### src/rtl/exu_ctrl.sv
// Execute-stage sequencer around the combinational fu: latches one op, runs it for a
// class-dependent latency, captures the results and hands them on. Optional counters: EXU_PERF_CNT_EN.
module exu_ctrl #(
    parameter int DATA_W   = 32,
    parameter int ADDR_W   = 32,
    parameter int TYPE_W   = 3,
    parameter int ALU_OP_W = 8,
    parameter int CSR_OP_W = 4,
    parameter int ALU_LAT  = 1,
    parameter int CSR_LAT  = 2
) (
    input  logic                clock,
    input  logic                reset,
    input  logic                flush_i,
    input  logic                in_valid_i,
    output logic                in_ready_o,
    input  logic [TYPE_W-1:0]   inst_type_i,
    input  logic [ALU_OP_W-1:0] alu_op_i,
    input  logic [CSR_OP_W-1:0] csr_op_i,
    input  logic [ADDR_W-1:0]   pc_i,
    input  logic [DATA_W-1:0]   imm_i,
    input  logic [DATA_W-1:0]   rdata1_i,
    input  logic [DATA_W-1:0]   rdata2_i,
    input  logic [DATA_W-1:0]   csr_rdata_i,
    output logic [TYPE_W-1:0]   fu_inst_type_o,
    output logic [ALU_OP_W-1:0] fu_alu_op_o,
    output logic [CSR_OP_W-1:0] fu_csr_op_o,
    output logic [ADDR_W-1:0]   fu_pc_o,
    output logic [DATA_W-1:0]   fu_imm_o,
    output logic [DATA_W-1:0]   fu_rdata1_o,
    output logic [DATA_W-1:0]   fu_rdata2_o,
    output logic [DATA_W-1:0]   fu_csr_rdata_o,
    input  logic [DATA_W-1:0]   fu_alu_result_i,
    input  logic [DATA_W-1:0]   fu_csr_wdata_i,
    output logic                out_valid_o,
    input  logic                out_ready_i,
    output logic [DATA_W-1:0]   alu_result_o,
    output logic [DATA_W-1:0]   csr_wdata_o,
    output logic [ADDR_W-1:0]   pc_o,
    output logic                csr_we_o,
    output logic                busy_o
`ifdef EXU_PERF_CNT_EN
    ,
    output logic [31:0]         perf_ops_o,
    output logic [31:0]         perf_stall_o,
    output logic [31:0]         perf_csr_o
`endif
);

    localparam int MAX_LAT = (ALU_LAT > CSR_LAT) ? ALU_LAT : CSR_LAT;
    localparam int CNT_W   = (MAX_LAT < 1) ? 1 : $clog2(MAX_LAT + 1);

    typedef enum logic [1:0] {IDLE, EXEC, DONE} state_e;

    state_e              state_q, state_d;
    logic [CNT_W-1:0]    cnt_q, cnt_d;
    logic                is_csr_q, is_csr_d;
    logic [TYPE_W-1:0]   inst_type_q, inst_type_d;
    logic [ALU_OP_W-1:0] alu_op_q, alu_op_d;
    logic [CSR_OP_W-1:0] csr_op_q, csr_op_d;
    logic [ADDR_W-1:0]   pc_in_q, pc_in_d;
    logic [DATA_W-1:0]   imm_q, imm_d;
    logic [DATA_W-1:0]   rdata1_q, rdata1_d;
    logic [DATA_W-1:0]   rdata2_q, rdata2_d;
    logic [DATA_W-1:0]   csr_rdata_q, csr_rdata_d;
    logic [DATA_W-1:0]   alu_result_q, alu_result_d;
    logic [DATA_W-1:0]   csr_wdata_q, csr_wdata_d;
    logic [ADDR_W-1:0]   pc_out_q, pc_out_d;
    logic                csr_we_q, csr_we_d;
    logic                accept;

    always_comb begin
        state_d      = state_q;
        cnt_d        = cnt_q;
        is_csr_d     = is_csr_q;
        inst_type_d  = inst_type_q;
        alu_op_d     = alu_op_q;
        csr_op_d     = csr_op_q;
        pc_in_d      = pc_in_q;
        imm_d        = imm_q;
        rdata1_d     = rdata1_q;
        rdata2_d     = rdata2_q;
        csr_rdata_d  = csr_rdata_q;
        alu_result_d = alu_result_q;
        csr_wdata_d  = csr_wdata_q;
        pc_out_d     = pc_out_q;
        csr_we_d     = 1'b0;

        in_ready_o = ((state_q == IDLE) || ((state_q == DONE) && out_ready_i)) && !flush_i;
        accept     = in_valid_i && in_ready_o;

        if (flush_i) begin
            state_d = IDLE;
            cnt_d   = '0;
        end else begin
            case (state_q)
                EXEC: begin
                    if (cnt_q != '0) begin
                        cnt_d = cnt_q - CNT_W'(1);
                    end else begin
                        alu_result_d = fu_alu_result_i;
                        csr_wdata_d  = fu_csr_wdata_i;
                        pc_out_d     = pc_in_q;
                        csr_we_d     = is_csr_q;
                        state_d      = DONE;
                    end
                end
                DONE: begin
                    if (out_ready_i) state_d = IDLE;
                end
                default: ;
            endcase

            // A DONE-cycle accept overrides the IDLE return for zero-bubble issue.
            if (accept) begin
                inst_type_d = inst_type_i;
                alu_op_d    = alu_op_i;
                csr_op_d    = csr_op_i;
                pc_in_d     = pc_i;
                imm_d       = imm_i;
                rdata1_d    = rdata1_i;
                rdata2_d    = rdata2_i;
                csr_rdata_d = csr_rdata_i;
                is_csr_d    = (csr_op_i != '0);
                cnt_d       = (csr_op_i != '0) ? CNT_W'(CSR_LAT - 1) : CNT_W'(ALU_LAT - 1);
                state_d     = EXEC;
            end
        end
    end

    always_ff @(posedge clock) begin
        if (reset) begin
            state_q      <= IDLE;
            cnt_q        <= '0;
            is_csr_q     <= 1'b0;
            inst_type_q  <= '0;
            alu_op_q     <= '0;
            csr_op_q     <= '0;
            pc_in_q      <= '0;
            imm_q        <= '0;
            rdata1_q     <= '0;
            rdata2_q     <= '0;
            csr_rdata_q  <= '0;
            alu_result_q <= '0;
            csr_wdata_q  <= '0;
            pc_out_q     <= '0;
            csr_we_q     <= 1'b0;
        end else begin
            state_q      <= state_d;
            cnt_q        <= cnt_d;
            is_csr_q     <= is_csr_d;
            inst_type_q  <= inst_type_d;
            alu_op_q     <= alu_op_d;
            csr_op_q     <= csr_op_d;
            pc_in_q      <= pc_in_d;
            imm_q        <= imm_d;
            rdata1_q     <= rdata1_d;
            rdata2_q     <= rdata2_d;
            csr_rdata_q  <= csr_rdata_d;
            alu_result_q <= alu_result_d;
            csr_wdata_q  <= csr_wdata_d;
            pc_out_q     <= pc_out_d;
            csr_we_q     <= csr_we_d;
        end
    end

    assign fu_inst_type_o = inst_type_q;
    assign fu_alu_op_o    = alu_op_q;
    assign fu_csr_op_o    = csr_op_q;
    assign fu_pc_o        = pc_in_q;
    assign fu_imm_o       = imm_q;
    assign fu_rdata1_o    = rdata1_q;
    assign fu_rdata2_o    = rdata2_q;
    assign fu_csr_rdata_o = csr_rdata_q;
    assign alu_result_o   = alu_result_q;
    assign csr_wdata_o    = csr_wdata_q;
    assign pc_o           = pc_out_q;
    assign csr_we_o       = csr_we_q;
    assign out_valid_o    = (state_q == DONE);
    assign busy_o         = (state_q != IDLE);

`ifdef EXU_PERF_CNT_EN
    logic [31:0] perf_ops_q, perf_ops_d;
    logic [31:0] perf_stall_q, perf_stall_d;
    logic [31:0] perf_csr_q, perf_csr_d;

    // Counters keep running through flush; only reset clears them.
    always_comb begin
        perf_ops_d   = perf_ops_q;
        perf_stall_d = perf_stall_q;
        perf_csr_d   = perf_csr_q;
        if (state_q == DONE) begin
            if (out_ready_i) perf_ops_d = perf_ops_q + 32'd1;
            else             perf_stall_d = perf_stall_q + 32'd1;
        end
        if (csr_we_q) perf_csr_d = perf_csr_q + 32'd1;
    end

    always_ff @(posedge clock) begin
        if (reset) begin
            perf_ops_q   <= '0;
            perf_stall_q <= '0;
            perf_csr_q   <= '0;
        end else begin
            perf_ops_q   <= perf_ops_d;
            perf_stall_q <= perf_stall_d;
            perf_csr_q   <= perf_csr_d;
        end
    end

    assign perf_ops_o   = perf_ops_q;
    assign perf_stall_o = perf_stall_q;
    assign perf_csr_o   = perf_csr_q;
`endif

endmodule

### config.mk
export PLATFORM = sky130hd
export DESIGN_NAME = exu_ctrl
export DESIGN_NICKNAME = d
export VERILOG_FILES = /design/src/rtl/exu_ctrl.sv
export SDC_FILE = /design/constraint.sdc
export NUM_CORES = 1
export LEC_CHECK = 0
export ABC_CLOCK_PERIOD_IN_PS = 3100
export BUFFER_PORTS_ARGS = -buffer_cell sky130_fd_sc_hd__buf_2
export CAP_MARGIN = 20
export CORE_AREA = 5 5 198 200
export CTS_CLUSTER_SIZE = 16
export DETAILED_ROUTE_END_ITERATION = 8
export DIE_AREA = 0 0 203 205
export PLACE_DENSITY = 0.64
export SYNTH_ARGS = -nofsm -noshare
export SYNTH_HDL_FRONTEND = slang
export SYNTH_SLANG_ARGS = --single-unit
### constraint.sdc
create_clock -name clock -period 3.1 [get_ports clock]
set_clock_uncertainty 0.2 [all_clocks]
set_input_delay 0.62 -clock clock [delete_from_list [all_inputs] [get_ports clock]]
set_output_delay 0.62 -clock clock [all_outputs]
set_load 0.02 [all_outputs]
# Word level (Yosys, flattened, before mapping)
# Cells that the tools add are included.
[totals]
reg_bits = 277
latch_bits = 0
mem_bits_rw = 0
mem_bits_ro = 0
inputBits = 244
output_inout_bits = 275
mem_count = 0
[op_classes]
n_addsub = 1
mul = 0
div_mod_pow = 0
magnitude_cmp = 0
n_eq_ne = 6
n_shift = 0
muxes = 8
bitwise = 3
n_reduce_logical = 21
[ops]
columns = ["operator", "n"]
rows = [
  ["two-way mux 2 bit", 5],
  ["nonzero test 2 bit", 5],
  ["AND reduction 3 bit", 3],
  ["case mux 2 bit (2 select lines)", 1],
  ["AND reduction 2 bit", 2],
  ["nonzero test 4 bit", 1],
  ["OR reduction 4 bit", 1],
  ["logical AND 1 bit", 3],
  ["inequality test 3 x 1 -> 1 bit (second input constant)", 1],
  ["inequality test 3 bit (second input constant)", 1],
  ["inverter 1 bit", 3],
  ["nonzero test 3 bit", 1],
  ["OR reduction 3 bit", 1],
  ["== test 2 x 1 -> 1 bit (second input constant)", 1],
  ["== test 2 bit (second input constant)", 1],
  ["zero test 2 bit", 1],
  ["two-way mux 1 bit", 2],
  ["inequality test 2 x 1 -> 1 bit (second input constant)", 1],
  ["inequality test 2 bit (second input constant)", 1],
  ["OR reduction 2 bit", 1],
  ["subtractor 2 x 1 -> 2 bit (second input constant)", 1],
  ["zero test 1 bit", 1],
  ["logical OR 1 bit", 1],
]

# Longest topological paths before layout
# Gate-level depths: netlist of run 1.
[depth]
word_depth = 7
ltp_mapped = 8

# Least setup slack after synthesis of run 1
# Ideal clock, no wire load.
[synth_path]
kind = "flip-flop to output port"
start = "register state_q[0]"
end = "output in_ready_o"
arrival_ns = 1.480
t_required_ns = 2.280
slack_ns = 0.800
stages_incl_launch_ff = 7
path_cell_list = "dfxtp_1 -> inv_1 -> ha_1 -> a21oi_2 -> buf_4 -> buf_4 -> nor2_1"
[synth_between]
elab_chain_cells = 4
elab_cells_between_ends = 5
classes_between = "eq/ne: 1; reduce/logical: 4"
[synth_lines]
columns = ["element", "line", "source"]
rows = [
  ["from (decl)", "55", "state_e state_q, state_d;"],
  ["from (signal assigned)", "149", "state_q <= state_d;"],
  ["== test 2 bit", "n/a", ""],
  ["named net out_valid_o", "35", "output logic out_valid_o,"],
  ["logical AND 1 bit", "89", "in_ready_o = ((state_q == IDLE) || ((state_q == DONE) && out_ready_i)) && !flush_i;"],
  ["logical OR 1 bit", "89", ""],
  ["logical AND 1 bit", "89", ""],
  ["to (decl)", "16", "output logic in_ready_o,"],
]
# The timed path passes the listed nets, and every way through them passes these cells.

# Worst setup path after layout of run 1
[layout_path]
start = "register state_q[0]"
end = "output in_ready_o"
[layout_between]
elab_chain_cells = 4
elab_cells_between_ends = 5
classes_between = "eq/ne: 1; reduce/logical: 4"
[layout_lines]
columns = ["element", "line"]
rows = [
  ["== test 2 bit", "89"],
  ["logical AND 1 bit", "89"],
  ["logical OR 1 bit *", "89"],
  ["logical AND 1 bit *", "89"],
]
# Mark *: on every way between the ends. The rest lies on a longest branch, timed or not.

==> flow_summary.yaml, run 1 <==
power_and_ir_drop:
  ir_worst_vdd_v: 0.000365
  switchingPower_w: 0.00202
  p_int_w: 0.00599
  p_clk_share_pct: 41.7
  p_leak_nw: 6.16
  powerDensity_nw_per_um2: 566
  comb_power_share_pct: 11.5
  p_sw_share_pct: 25.2
  seqPwrFrac_pct: 46.8
floorplanning:
  fp.dieH_um: 205
  dieArea_um2: 41600
  core_area_um2: 37200
  ios: 519
  initial_core_util_pct: 27.6
  fp-row-count: 71
  dieWidth_um: 203
clock_network:
  root_buffer: "clkbuf_16"
  cts_hold_buf: 0
  clkTransAtPathRegs_ns: 0.06
  postCtsSetupBuffers: 0
  cts_buffer_depth: 3
  cts-htree-levels: 1
  numCtsBuffers: 30
  cts_tree: "built"
  cts.sinks: 277
  ctsResizeCount: 0
  clk_latency_ns: 0.54
yosys:
  ys.flop_type: "dfxtp_1"
  synth_area_um2: 10300
  synth.largest_area_cell: "dfxtp_1"
  yosys.cell_types.count: 29
  yosysMostFrequentCell: "dfxtp_1"
  synth_top_family_by_area: "compound AO/OA/AOI/OAI gates"
  syn_area_per_cell_um2: 8.19
  synth_enable_flop_cells: 0
  synth_simple_gate_area_share_pct: 16.4
  synth_nets: 1505
  netlist.area_leader.share_pct: 53.9
  synthAdderAreaFrac_pct: 0.486
  yosys_register_bits: 277
  synth_commonest_cells: "dfxtp_1 (277), a21oi_1 (273), nand2_1 (193)"
  synthArstFlopShare_pct: 0
  synth_xor_area_share_pct: 0.0851
  ys_seq_area_share_pct: 53.9
  synthMuxAreaShare_pct: 0.0973
  yosysWarnings: 0
  synth_compound_area_share_pct: 22.4
  synth_area_leaders: "dfxtp_1 (54%), a21oi_1 (13%), nand3_1 (8.6%), o21ai_0 (7.1%), nand2_1 (7.0%)"
  syn-instance-count: 1257
sta:
  relSlewSlack_pct: 54.9
  fmaxAchievable_mhz: 395
  fin_crit_sh_pct: 81.6
  hold_viol: 0
  setup_viol: 0
  drv_slew: 0
  tns_ns: 0
  worstMarginPinSlew_ns: 0.677
  grt_setup_unrepaired: "false"
  min_period_ns: 2.53
  layout_setup_ws_ns: 0.570
global_route:
  grt_overflow_total: 0
  first_global_vias: 10200
  grt_max_degree: 103
  grt_pass1_wl_um: 55400
  grt_antenna_before_repair: 2
  grt_usage_pct: 16.0
routing:
  drc: 0
  ant_nets: 0
  avgViaCountPerCell: 4.93
  routed_wl_um: 36500
  via_count: 10900
  drt-wirelength-per-cell_um: 16.5
  drtIter0Drc: 768
  dr.pass1.iters: 5
worst_setup_path:
  crit_buf_inv: 2
  end_kind: "output pin"
  required_ns: 2.28
  crit_family: "flip-flops"
  cp_slowest_stage_delay_ns: 0.32
  crit_type: "flop to output pin"
  crit_slowest_cell: "dfxtp_1"
  crit_chain: "inv_1 -> ha_1 -> a21oi_4 -> nor2_1 -> buf_2"
  cp.arrival_ns: 1.71
  cp_max_fo: 5
  timing.critical_path.from_type: "flop"
finish:
  synthToLayoutAreaGrowth_pct: 37.6
  drive_above_1_share_pct: 34.6
  utilization_pct: 38.0
  fin_nets: 1960
run:
  cap_violations: 0
status:
  outcome: "finished clean"
placement:
  place.gp.congestion: 0.834
  pre_cts_slack_ns: 0.863
  dp_hpwl_um: 26000
  port_buffers: 518
worst_hold_path:
  hold_path_class: "input pin to flop"
==> routing by layer <==
layer / part of all wire (%) / routed length (µm) / GRT usage (%)
met1: 40 / 14700 / 20.1
met2: 48 / 17600 / 26.9
met3: 8.4 / 3080 / 3.70
met4: 3.2 / 1160 / 5.77
met5: 0.036 / 13 / 0
==> placed cells by master, fill, tap and decap left out, drive strengths merged <==
cell type / n
nor2b: 2
nand2: 193
ha: 4
or4: 1
diode: 1
and3b: 1
clkbuf: 51
or2: 1
nor3: 2
or3: 1
o31ai: 1
clkinv: 2
a21o: 1
xnor2: 1
a211oi: 2
dfxtp: 277
nand2b: 1
nand3b: 1
mux2i: 1
o21ai: 176
nor2: 4
a2111oi: 1
nand3: 176
buf: 551
a21oi: 274
inv: 7
==> metrics by stage <==
stage / cells / hold slack (ns) / power, W / cell area (µm²)
after floorplan: 1257 / 0.222 / 0.00434 / 10300
after global placement: 2154 / 0.239 / 0.00474 / 13200
after detailed placement: 2154 / 0.243 / 0.00476 / 13200
after CTS: 2206 / 0.0778 / 0.00812 / 14200
after global routing: 2206 / 0.0862 / 0.00837 / 14200
final: 2207 / 0.115 / 0.00801 / 14200
==> state kept, by name, summed over array words and instances (netlist names) <==
register	cells
csr_wdata_o	32
fu_alu_op_o	8
pc_o	32
fu_csr_rdata_o	32
is_csr_q	1
fu_inst_type_o	3
fu_csr_op_o	4
state_q	2
fu_rdata2_o	32
alu_result_o	32
csr_we_o	1
fu_rdata1_o	32
fu_pc_o	32
fu_imm_o	32
cnt_q	2
==> kinds of logic (layout without fill, tap and decap cells) <==
group           count (synthesis)  count (layout)
compound gates                455             455
xor+xnor                        1               1
fa+ha+maj                       4               4
buf+inv                       136             611
flops                         277             277
mux                             1               1
other cells                     0               1
simple gates                  383             383
==> worst paths after layout <==
| check | startpoint | endpoint | slack (ns) | depth (start not counted) |
|---|---|---|---|---|
| hold reg to reg | pc_o[29] | pc_o[29] | 0.25 | 2 |
| hold / removal | fu_csr_wdata_i[1] | csr_wdata_o[1] | 0.11 | 3 |
| setup reg to reg | state_q[0] | fu_csr_rdata_o[14] | 0.90 | 7 |
| setup / recovery | state_q[0] | in_ready_o | 0.57 | 5 |
==> worst min-delay path, delay by kind of cell <==
family,cells,cell delay [ns]
AO/OA/AOI/OAI,1,0.05
buffers and inverters,1,0.09
AND/OR/NAND/NOR,1,0.04
==> final cells by class <==
type                            count  area [µm²]
Tap cell                          474         593
Antenna cell                        1        2.50
Fill cell                        3875       23100
Clock inverter                      2        13.8
Inverter                            7        26.3
Multi-Input combinational cell    844        4090
Clock buffer                       50         907
Sequential cell                   277        5550
Timing Repair Buffer              552        2980
==> power groups by stage <==
stage / Clock, W / Sequential [W] / Combinational, W
after global placement: 0 / 0.00382 / 0.000920
final: 0.00334 / 0.00375 / 0.000924
after detailed placement: 0 / 0.00383 / 0.000929
after global routing: 0.00361 / 0.00376 / 0.00100
after floorplan: 0 / 0.00398 / 0.000363
after CTS: 0.00344 / 0.00375 / 0.000931
No activity file was read; power rests on OpenSTA's default activity.
==> inputs of run 2 (changes only) <==
- ABC_CLOCK_PERIOD_IN_PS: 3100 -> 2400
- clock period: 3.1 -> 2.4 ns (I/O delays scaled with it)
==> flow_summary.yaml, run 2 (synthesized netlist as in run 1, its figures left out) <==
finish:
  synthToLayoutAreaGrowth_pct: 64.3
  mostFrequentLayoutCells: "buf_2 (517), dfxtp_1 (277), a21oi_1 (273)"
  finalInstanceArea_um2: 16900
  utilization_pct: 45.4
  fin_nets: 2203
  final_common_cell: "buf_2"
  drive_above_1_share_pct: 31.5
floorplanning:
  fp.dieH_um: 205
  core_area_um2: 37200
  fp-row-count: 71
  dieArea_um2: 41600
  initial_core_util_pct: 27.6
  dieWidth_um: 203
  ios: 519
worst_setup_path:
  crit_family: "flip-flops"
  end_kind: "output pin"
  crit_slowest_cell: "dfxtp_1"
  r2r_start: "state_q[1]"
  crit_type: "flop to output pin"
  ff2ff_path_depth: 8
  rr_endpoint: "fu_rdata2_o[11]"
  cp_slowest_stage_delay_ns: 0.39
  crit_chain: "inv_1 -> ha_4 -> a21oi_4 -> nor2_1 -> buf_2"
  crit_buf_inv: 2
  startpoint: "state_q[1]"
  cp_num_cells: 5
  cp.arrival_ns: 1.60
  cp_max_fo: 3
  required_ns: 1.72
  endpoint: "in_ready_o"
  timing.critical_path.from_type: "flop"
  rrSetupSlack_ns: 0.32
sta:
  min_period_ns: 2.28
  fin_crit_sh_pct: 95.1
  grt_setup_unrepaired: "false"
  setup_viol: 0
  relSlewSlack_pct: 67.7
  drv_slew: 0
  worstMarginPinSlew_ns: 0.484
  hold_viol: 0
  layout_setup_ws_ns: 0.117
  tns_ns: 0
  fmaxAchievable_mhz: 438
global_route:
  grt_max_degree: 81
  first_global_vias: 12100
  grt_pass1_wl_um: 63700
  grt_usage_pct: 18.3
  grt_antenna_before_repair: 1
  grt_overflow_total: 0
power_and_ir_drop:
  p_leak_nw: 7.34
  powerDensity_nw_per_um2: 683
  ir_worst_vdd_v: 0.000533
routing:
  avgViaCountPerCell: 4.98
  routed_wl_um: 41400
  drc: 0
  drt-wirelength-per-cell_um: 16.9
  dr.pass1.iters: 5
  ant_nets: 0
  via_count: 12200
  drtIter0Drc: 886
clock_network:
  cts_buffer_depth: 3
  cts_tree: "built"
  numCtsBuffers: 30
  cts-htree-levels: 1
  cts.sinks: 277
  clk_latency_ns: 0.57
  root_buffer: "clkbuf_16"
  clkTransAtPathRegs_ns: 0.06
placement:
  place.gp.congestion: 0.818
  placed_area_um2: 13400
  pre_cts_slack_ns: 0.368
  port_buffers: 518
  dp_hpwl_um: 26400
worst_hold_path:
  hold_path_class: "input pin to flop"
run:
  cap_violations: 0
status:
  outcome: "finished clean"
## run 2: cell count changes in the layout (fill, tap and decap cells not counted), moves of 2 or more
cell | previous run | this run
clkinv_2 | 1 | 3
clkbuf_1 | 13 | 3
buf_12 | 10 | 19
inv_6 | 0 | 2
ha_1 | 4 | 2
ha_4 | 0 | 2
dlygate4sd3_1 | 0 | 234
bufinv_16 | 0 | 6
clkbuf_8 | 7 | 10
## run 2: worst min path at each step
stage                    endpoint  slack (ns)            start  cells past startpoint
2_1_floorplan            csr_we_o        0.22         is_csr_q                      2
3_3_place_gp             pc_o[12]        0.24         pc_o[12]                      2
3_5_place_dp             pc_o[12]        0.24         pc_o[12]                      2
4_1_cts        fu_csr_rdata_o[23]      0.0005  csr_rdata_i[23]                      3
5_1_grt        fu_csr_rdata_o[23]       0.006  csr_rdata_i[23]                      3
6_report       fu_csr_rdata_o[23]        0.02  csr_rdata_i[23]                      3
## run 2: power breakdown
group,switching [W],internal [W]
Clock,0.00192,0.00322
Combinational,0.000847,0.000715
Sequential,0.0000905,0.00476
## run 2: tightest hold or removal path, cell delays in order
cell	delay (ns)
buf_2	0.12
nand3_1	0.07
a21oi_1	0.06
## run 2: stage by stage
stage / total power (W) / std cells / hold WS [ns]
floorplan: 0.00560 / 1257 / 0.222
global placement: 0.00616 / 2162 / 0.237
detailed placement: 0.00618 / 2162 / 0.242
CTS: 0.0116 / 2451 / 0.000509
global route: 0.0120 / 2453 / 0.00567
finish: 0.0116 / 2454 / 0.0226
## run 2: cell type report
class / instances / area, µm²
Antenna cell: 2 / 5.00
Clock buffer: 42 / 886
Clock inverter: 13 / 238
Fill cell: 3483 / 20300
Inverter: 7 / 26.3
Multi-Input combinational cell: 844 / 4110
Sequential cell: 277 / 5550
Tap cell: 474 / 593
Timing Repair Buffer: 795 / 5500
## run 2: timing repair
action / 4_1_cts / 5_1_grt
hold buffers: 234 / 0
pin swaps: 0 / 1
hold endpoints to repair: 234 / 0
setup buffers: 0 / 1
endpoints found under the setup margin: 1 / 1
resized for setup: 2 / 3
## run 2: layer usage
| metal | share of wire (%) | up-vias | GRT usage (%) | wire length, µm |
|---|---|---|---|---|
| met4 | 4.6 | 0 | 9.02 | 1910 |
| li1 | - | 5742 | - | - |
| met5 | 0 | - | 0 | 0 |
| met2 | 49 | 603 | 31.7 | 20400 |
| met3 | 8.3 | 137 | 4.40 | 3430 |
| met1 | 38 | 5737 | 21.2 | 15600 |
